--- src/rtl/shuffle_pkg.sv ---
// Shared types and helpers for the stochastic bit-permutation network.
// Holds the mode encoding, Galois LFSR tap table and per-stage seed derivation.
package shuffle_pkg;

  typedef enum logic [1:0] {
    MODE_BYPASS   = 2'b00,
    MODE_RANDOM   = 2'b01,
    MODE_SWAP_ALL = 2'b10,
    MODE_RSVD     = 2'b11
  } shuffle_mode_t;

  localparam logic [31:0] STAGE_SEED_MUL = 32'h0000_9E37;
  localparam int          MAX_LFSR_W     = 32;

  // Right-shifting Galois masks; bit (t-1) set for every polynomial exponent t.
  function automatic logic [31:0] lfsr_taps(input int unsigned width);
    logic [31:0] t;
    case (width)
      2:       t = 32'h0000_0003;
      3:       t = 32'h0000_0006;
      4:       t = 32'h0000_000C;
      5:       t = 32'h0000_0014;
      6:       t = 32'h0000_0030;
      7:       t = 32'h0000_0060;
      8:       t = 32'h0000_00B8;
      9:       t = 32'h0000_0110;
      10:      t = 32'h0000_0240;
      11:      t = 32'h0000_0500;
      12:      t = 32'h0000_0829;
      13:      t = 32'h0000_100D;
      14:      t = 32'h0000_2015;
      15:      t = 32'h0000_6000;
      16:      t = 32'h0000_D008;
      17:      t = 32'h0001_2000;
      18:      t = 32'h0002_0400;
      19:      t = 32'h0004_0023;
      20:      t = 32'h0009_0000;
      21:      t = 32'h0014_0000;
      22:      t = 32'h0030_0000;
      23:      t = 32'h0042_0000;
      24:      t = 32'h00E1_0000;
      25:      t = 32'h0120_0000;
      26:      t = 32'h0200_0023;
      27:      t = 32'h0400_0013;
      28:      t = 32'h0900_0000;
      29:      t = 32'h1400_0000;
      30:      t = 32'h2000_0029;
      31:      t = 32'h4800_0000;
      32:      t = 32'h8020_0003;
      default: t = 32'h0000_0001;
    endcase
    return t;
  endfunction

  function automatic logic [31:0] width_mask(input int unsigned width);
    return (width >= 32) ? 32'hFFFF_FFFF : ((32'h1 << width) - 32'h1);
  endfunction

  // A zero state would lock the LFSR, so it is forced to 1.
  function automatic logic [31:0] stage_seed(input logic [31:0] s, input int unsigned k,
                                             input int unsigned width);
    logic [31:0] r;
    r = (s ^ (k * STAGE_SEED_MUL)) & width_mask(width);
    if (r == 32'h0) r = 32'h1;
    return r;
  endfunction

endpackage

--- src/rtl/shuffle_stage.sv ---
// One odd-even transposition layer: swap network driven by a private LFSR, followed by
// the data/mode/valid register that forms one pipeline slot.
module shuffle_stage
  import shuffle_pkg::*;
#(
  parameter int          N      = 10,
  parameter int          LFSR_W = 16,
  parameter bit          ODD    = 1'b0,
  parameter int unsigned IDX    = 0,
  parameter logic [31:0] SEED   = 32'h0000_ACE1
) (
  input  logic              clk,
  input  logic              reset_n,
  input  logic              adv,
  input  logic              in_valid,
  input  logic [N-1:0]      in_data,
  input  shuffle_mode_t     in_mode,
  input  logic              seed_load,
  input  logic [LFSR_W-1:0] seed,
  output logic              out_valid,
  output logic [N-1:0]      out_data,
  output shuffle_mode_t     out_mode
);

  localparam int                FIRST    = ODD ? 1 : 0;
  localparam int                PAIRS    = (N - FIRST) / 2;
  localparam logic [LFSR_W-1:0] TAPS     = LFSR_W'(lfsr_taps(LFSR_W));
  localparam logic [LFSR_W-1:0] RST_SEED = LFSR_W'(stage_seed(SEED, IDX, LFSR_W));

  logic [LFSR_W-1:0] lfsr;
  logic [LFSR_W-1:0] lfsr_next;
  logic [LFSR_W-1:0] reload_val;
  logic [N-1:0]      swapped;
  logic              take;

  assign take       = adv & in_valid;
  assign lfsr_next  = lfsr[0] ? ((lfsr >> 1) ^ TAPS) : (lfsr >> 1);
  assign reload_val = LFSR_W'(stage_seed(32'(seed), IDX, LFSR_W));

  // Pair j uses LFSR bit j; edge bits outside any pair fall through untouched.
  always_comb begin
    swapped = in_data;
    for (int j = 0; j < PAIRS; j++) begin
      if ((in_mode == MODE_SWAP_ALL) || ((in_mode == MODE_RANDOM) && lfsr[j])) begin
        swapped[FIRST + 2*j]     = in_data[FIRST + 2*j + 1];
        swapped[FIRST + 2*j + 1] = in_data[FIRST + 2*j];
      end
    end
  end

  always_ff @(posedge clk) begin
    if (!reset_n) begin
      lfsr      <= RST_SEED;
      out_valid <= 1'b0;
      out_data  <= '0;
      out_mode  <= MODE_BYPASS;
    end else begin
      if (seed_load) begin
        lfsr <= reload_val;
      end else if (take) begin
        lfsr <= lfsr_next;
      end
      if (adv) begin
        out_valid <= in_valid;
      end
      if (take) begin
        out_data <= swapped;
        out_mode <= in_mode;
      end
    end
  end

endmodule

--- src/rtl/stochastic_shuffler.sv ---
// Pipelined random bit-permutation network: STAGES transposition layers with a
// valid/ready chain; a slot accepts new data when empty or when its successor moves.
module stochastic_shuffler
  import shuffle_pkg::*;
#(
  parameter int          N      = 10,
  parameter int          STAGES = 4,
  parameter int          LFSR_W = 16,
  parameter logic [31:0] SEED   = 32'h0000_ACE1
) (
  input  logic              clk,
  input  logic              reset_n,
  input  logic              valid_i,
  output logic              ready_o,
  input  logic [N-1:0]      x_i,
  input  logic [1:0]        mode_i,
  input  logic              seed_load_i,
  input  logic [LFSR_W-1:0] seed_i,
  output logic              valid_o,
  input  logic              ready_i,
  output logic [N-1:0]      x_o
);

  if (N < 1 || STAGES < 1) begin : g_bad_dims
    $error("stochastic_shuffler: N and STAGES must be at least 1");
  end
  if (LFSR_W < N/2) begin : g_bad_lfsr_narrow
    $error("stochastic_shuffler: LFSR_W must be at least N/2");
  end
  if (LFSR_W < 1 || LFSR_W > MAX_LFSR_W) begin : g_bad_lfsr_wide
    $error("stochastic_shuffler: LFSR_W must be between 1 and 32");
  end

  logic [STAGES:0]   vld;
  logic [N-1:0]      dat  [STAGES+1];
  shuffle_mode_t     mode [STAGES+1];
  logic [STAGES-1:0] adv;

  assign vld[0]  = valid_i;
  assign dat[0]  = x_i;
  assign mode[0] = shuffle_mode_t'(mode_i);

  for (genvar k = 0; k < STAGES; k++) begin : g_stage
    if (k == STAGES - 1) begin : g_last
      assign adv[k] = ~vld[k+1] | ready_i;
    end else begin : g_mid
      assign adv[k] = ~vld[k+1] | adv[k+1];
    end

    shuffle_stage #(
      .N      (N),
      .LFSR_W (LFSR_W),
      .ODD    ((k % 2) == 1),
      .IDX    (k),
      .SEED   (SEED)
    ) u_stage (
      .clk       (clk),
      .reset_n   (reset_n),
      .adv       (adv[k]),
      .in_valid  (vld[k]),
      .in_data   (dat[k]),
      .in_mode   (mode[k]),
      .seed_load (seed_load_i),
      .seed      (seed_i),
      .out_valid (vld[k+1]),
      .out_data  (dat[k+1]),
      .out_mode  (mode[k+1])
    );
  end

  assign ready_o = adv[0];
  assign valid_o = vld[STAGES];
  assign x_o     = dat[STAGES];

endmodule

--- config.mk ---
export PLATFORM = sky130hd
export DESIGN_NAME = stochastic_shuffler
export DESIGN_NICKNAME = d
export VERILOG_FILES = /design/src/rtl/shuffle_pkg.sv /design/src/rtl/shuffle_stage.sv /design/src/rtl/stochastic_shuffler.sv
export SDC_FILE = /design/constraint.sdc
export NUM_CORES = 1
export LEC_CHECK = 0
export BUFFER_PORTS_ARGS = -buffer_cell sky130_fd_sc_hd__buf_2
export CAP_MARGIN = 30
export CORE_ASPECT_RATIO = 0.5
export CORE_MARGIN = 2
export CORE_UTILIZATION = 30
export DETAILED_ROUTE_END_ITERATION = 6
export HOLD_SLACK_MARGIN = 0.06
export PLACE_DENSITY = 0.52
export SYNTH_ARGS = -nofsm -noshare
export SYNTH_HDL_FRONTEND = slang
export SYNTH_SLANG_ARGS = --single-unit
--- constraint.sdc ---
create_clock -name clk -period 2.7 [get_ports clk]
set_input_delay 0.405 -clock clk [delete_from_list [all_inputs] [get_ports clk]]
set_output_delay 0.405 -clock clk [all_outputs]
set_load 0.1 [all_outputs]
# Word-level counts from Yosys, hierarchy flattened

Index checks and enable logic that the tools add are counted.

Add/sub/neg operators: 0
$mul: 0
Divide/modulo/power cells: 0
$lt $le $gt $ge: 0
Equality and inequality tests: 8
Shifts and indexed selects: 0
Muxes and demuxes: 34
Bitwise gates (word level): 19
Reduce and logical (&&, ||, !) cells: 44

Operators with widths:

| operator           | count |
|---|---|
| $mux 16            | 16 |
| $logic_not 32->1   | 4 |
| $mux 2             | 18 |
| $logic_and 1x1->1  | 18 |
| $logic_or 1x1->1   | 18 |
| $not 9->9          | 2 |
| $not 3->4          | 4 |
| $not 10->10        | 1 |
| $eq 2x1->1 const B | 4 |
| $eq 2x2->1 const B | 4 |
| $reduce_bool 2->1  | 4 |
| $and 1x1->1        | 4 |
| $not 1->1          | 4 |
| $or 1x1->1         | 4 |

Register bits after elaboration: 114
Bits in latches: 0
RAM bits: 0
ROM bits: 0
Logic and storage cells: 120
Memories kept: 0

# Longest topological paths before layout

Depth in word-level cells: 8
Mapped depth: 7
Gate-level depth less buffers: 4

# Modules after synthesis

Synthesis repeated with hierarchy kept, for this count alone.

Cell total of the unflattened synthesis: 696
Area total of the unflattened synthesis: 5820.6 um^2

Modules (own cells, without submodules):

| module                             | instances | cells each | area each (um^2) | seq. area each (um^2) |
|---|---|---|---|---|
| shuffle_stage (g_stage[2].u_stage) | 1         | 173        | 1463.9           | 580.6 |
| shuffle_stage (g_stage[1].u_stage) | 1         | 169        | 1453.9           | 580.6 |
| shuffle_stage (g_stage[0].u_stage) | 1         | 180        | 1437.6           | 580.6 |
| shuffle_stage (g_stage[3].u_stage) | 1         | 169        | 1432.6           | 580.6 |
| stochastic_shuffler                | 1         | 5          | 32.5             | 0.0 |

# Worst setup path before layout

Ideal clock, no wire load.

Kind: register to register
From: reg g_stage[3].u_stage.out_valid
To: reg g_stage[0].u_stage.lfsr[5]
Setup time: 0.138 ns
Arrival time: 2.579 ns
Required time: 2.562 ns
Path slack: -0.017 ns
Stages on the path, launching flop included: 6
Period minus slack after synthesis: 2.717 ns
Cells stage by stage: dfxtp_1 > and4b_1 > buf_4 > nand2_1 > a221oi_1 > o21ai_0

Cells in the longest elaborated chain, start to end: 7

Ends and longest elaborated chain:

| what                               | RTL line                  | source |
|---|---|---|
| start, declared                    | shuffle_stage.sv:20       | `output logic out_valid,` |
| start signal, assigned             | shuffle_stage.sv:64       | `out_valid <= in_valid;` |
| $not 1->1                          | stochastic_shuffler.sv:45 | `assign adv[k] = ~vld[k+1] \| ready_i;` |
| $or 1x1->1                         | stochastic_shuffler.sv:45 |  |
| $or 1x1->1 (3 in series)           | stochastic_shuffler.sv:47 | `assign adv[k] = ~vld[k+1] \| adv[k+1];` |
| net ready_o                        | stochastic_shuffler.sv:14 | `output logic ready_o,` |
| $and 1x1->1                        | shuffle_stage.sv:36       | `assign take = adv & in_valid;` |
| $reduce_bool 2->1 (no source line) | n/a                       |  |
| end signal, assigned               | shuffle_stage.sv:59       | `lfsr <= reload_val;` |
| end signal, assigned               | shuffle_stage.sv:61       | `lfsr <= lfsr_next;` |
| end, declared                      | shuffle_stage.sv:30       | `logic [LFSR_W-1:0] lfsr;` |

The timed path passes the listed nets, and every way through them passes these cells.
A chain may end at the register's enable or synchronous reset.

# Final worst setup path

From: reg g_stage[2].u_stage.out_valid
To: out ready_o

Cells in the longest elaborated chain, start to end: 4

Ends and longest elaborated chain:

| what                     | RTL line |
|---|---|
| start, declared          | shuffle_stage.sv:20 |
| start signal, assigned   | shuffle_stage.sv:64 |
| $not 1->1                | stochastic_shuffler.sv:47 |
| $or 1x1->1 (3 in series) | stochastic_shuffler.sv:47 |
| end, declared            | stochastic_shuffler.sv:14 |

Every way passes these cells.

==> impl_metrics.yaml <==
status:
  outcome: "complete, no violations"
power:
  ir_drop_uv: 470
  p_seq_share_pct: 41.7
  intPower_mw: 3.29
  netSwitchingFraction_pct: 26.7
  p_leak_nw: 2.49
  powerDensity_nw_per_um2: 736
  p_switching_mw: 1.20
  p_clk_share_pct: 48.4
  combPwrFrac_pct: 9.9
logic_synthesis:
  post-synth-top-count-cell: "dfxtp_1"
  synth_commonest_cells: "dfxtp_1, nand2_1, o21ai_0"
  synthCells: 608
  synthesis.nets: 641
  synth_area_leaders: "dfxtp_1, mux2i_1, nand2_1"
  syn_area_um2: 5160
  synth_area_leader_cell: "dfxtp_1"
  yosysWarningCount: 0
  synthArstFlopShare_pct: 0
  ys_seq_area_share_pct: 44.2
  synth_top_area_share_pct: 44.2
  synthFlopType: "dfxtp_1"
  synth_cell_types: 49
  synth_edf_count: 0
  synth-seq-cells: 114
  avgSynthCellArea_um2: 8.49
global_route:
  grtUsageTotal_pct: 15.4
  grt_pass1_wl_um: 22400
  antenna_found_initial: 0
  grtUsageMet1_pct: 21.0
  overflow: 0
  grt_start_max_net_pins: 39
  met3_usage_pct: 3.34
  busiest_layer: "met2"
  grt_pass1_vias: 4228
  grt_util_met2_pct: 24.5
sta:
  tightest_slew_ps: 668
  fin_crit_ps: 2310
  hold_viol: 0
  finalSetupViolCount: 0
  fmax_mhz: 432
  finalCritPeriodShare_pct: 85.7
  timing.final.ws_setup_ps: 385
  max_slew_margin_pct: 55.5
  fin_skew_ps: 8.06
  drv_slew: 0
  setup_tns_ps: 0
  grt_setup_unrepaired: "no"
floorplanning:
  fp.dieW_um: 190
  initial_core_util_pct: 31.1
  die_h_um: 96.8
  rows: 33
  io_pins: 45
  dieArea_um2: 18300
  core_um2: 16600
place:
  dp_slack_ps: 689
  placed_area_um2: 5520
  finalWeightedCongestion: 0.843
  io_buffers: 44
  place_hpwl_um: 9710
hold_path:
  min_from: "mode_i[0]"
  min_path_cells: 3
  hold_path_class: "input pin to flip-flop"
  hold_end: "g_stage[0].u_stage.out_mode[0]"
detailed_routing:
  vias_per_cell: 5.11
  drt_iter0_drc: 382
  drc: 0
  drtAntennaViolNets: 0
  dr.pass1.iters: 6
  wl_per_cell_um: 15.7
  routed_wl_um: 13700
  num_vias: 4463
setup_path:
  crit_path_start_kind: "flip-flop"
  ff2ff_setup_slack_ps: 790
  rr_worst_depth: 6
  worstPathMaxFanout: 13
  crit_required_ps: 2300
  worstPathArrival_ps: 1910
  r2r-start: "g_stage[2].u_stage.out_valid"
  cp-startpoint: "g_stage[2].u_stage.out_valid"
  r2r-end: "g_stage[1].u_stage.lfsr[3]"
  crit_type: "flip-flop to primary output"
  critPathCaptureType: "primary output"
clock_tree:
  cts_hold_buf: 0
  cts_buffers: 17
  cts.clk_slew.worst_paths_ps: 60
  numClockSinks: 114
  cts_resized: 0
  cts_tree: "built"
  post_cts_buffers: 0
  cts_max_path_buffers: 2
  clk_latency_ps: 410
  htreeDepth: 4
  cts-root-buf: "clkbuf_16"
layout:
  finalInstanceArea_um2: 6100
  drive_gt1_share_pct: 15.5
  diodes: 0
  areaGrowthSynthToFinish_pct: 18.1
  num-nets-final: 666
  fillCellCount: 1720
run:
  cap_violations: 0
## per-layer routing
metal  vias up  routed length, um
li1       2223                  -
met1      2125               6780
met2       102               6160
met3        13                605
met4         0                168
met5         -                  0
## cell families (layout without fill, tap and decap cells)
logic type,after synthesis,in the layout,synth area share [%]
AO/OA/AOI/OAI,198,198,23.2
XOR/XNOR,12,12,2.04
buffers and inverters,57,95,5.62
flip-flops,114,114,44.2
multiplexers,44,44,8.58
AND/OR/NAND/NOR,183,183,16.4
## worst max-delay path by stage
stage                            endpoint  slack, ps  cells after the start
4_1_cts                           ready_o        360                      4
6_report                          ready_o        390                      4
5_1_grt                           ready_o        290                      4
2_1_floorplan  g_stage[0].u_stage.lfsr[5]        330                      5
3_5_place_dp   g_stage[2].u_stage.lfsr[0]        690                      5
3_3_place_gp   g_stage[2].u_stage.lfsr[0]        750                      5
## stage by stage
| stage | hold WS, ps | power [mW] | cells | util (%) |
|---|---|---|---|---|
| floorplan | 438 | 2.21 | 608 | - |
| global placement | 451 | 2.34 | 841 | 33.3 |
| detailed placement | 458 | 2.35 | 841 | 33.3 |
| CTS | 266 | 4.53 | 873 | 36.7 |
| global route | 272 | 4.67 | 873 | 36.7 |
| finish | 275 | 4.49 | 873 | 36.7 |
## placed cells by master, fill, tap and decap left out, types with 5 or more instances in the layout
master     netlist  final
clkbuf_16        0     17
nor2b_1         14     13
nand2_1        112    112
dfxtp_1        114    113
buf_4           14     17
nor2_1           9      9
inv_6            0      6
o21ai_0         61     61
xor2_1           7      7
and2_1           9      9
a21oi_1         52     52
a21boi_0        13     12
a21o_1           8      8
a31oi_1         30     30
nand3_1          6      6
mux2i_1         42     42
buf_2           12     44
a211oi_1         8      8
a221oi_1         6      6
xnor2_1          5      5
nor3_1           6      6
and3_1           9      9
## sequential cells by signal (all words and copies together), names as in the netlist
name / cells
g_stage.u_stage.lfsr: 64
g_stage.u_stage.out_data: 40
g_stage.u_stage.out_valid: 4
g_stage.u_stage.out_mode: 6
## power by group through the flow
stage | Clock, mW | Combinational [mW] | Sequential [mW]
2_1_floorplan | 0 | 0.332 | 1.88
3_3_place_gp | 0 | 0.438 | 1.91
3_5_place_dp | 0 | 0.441 | 1.91
4_1_cts | 2.21 | 0.444 | 1.87
5_1_grt | 2.29 | 0.490 | 1.89
6_report | 2.17 | 0.442 | 1.87
## critical path: stages, from the launching register on
cell,delay (ps)
dfxtp_1,290
buf_4,170
and4b_1,290
nand2_1,250
buf_2,490
## cell type report
| cell class | count | area [um2] | share of cell area [%] |
|---|---|---|---|
| clock inverter | 13 | 124 | 2.03 |
| clock buffer | 19 | 453 | 7.43 |
| tap | 227 | 284 | 4.66 |
| multi-input combinational | 437 | 2600 | 42.6 |
| inverter | 2 | 7.51 | 0.123 |
| sequential | 114 | 2280 | 37.5 |
| timing repair buffer | 61 | 348 | 5.70 |
(Power assumes the default switching activity.)
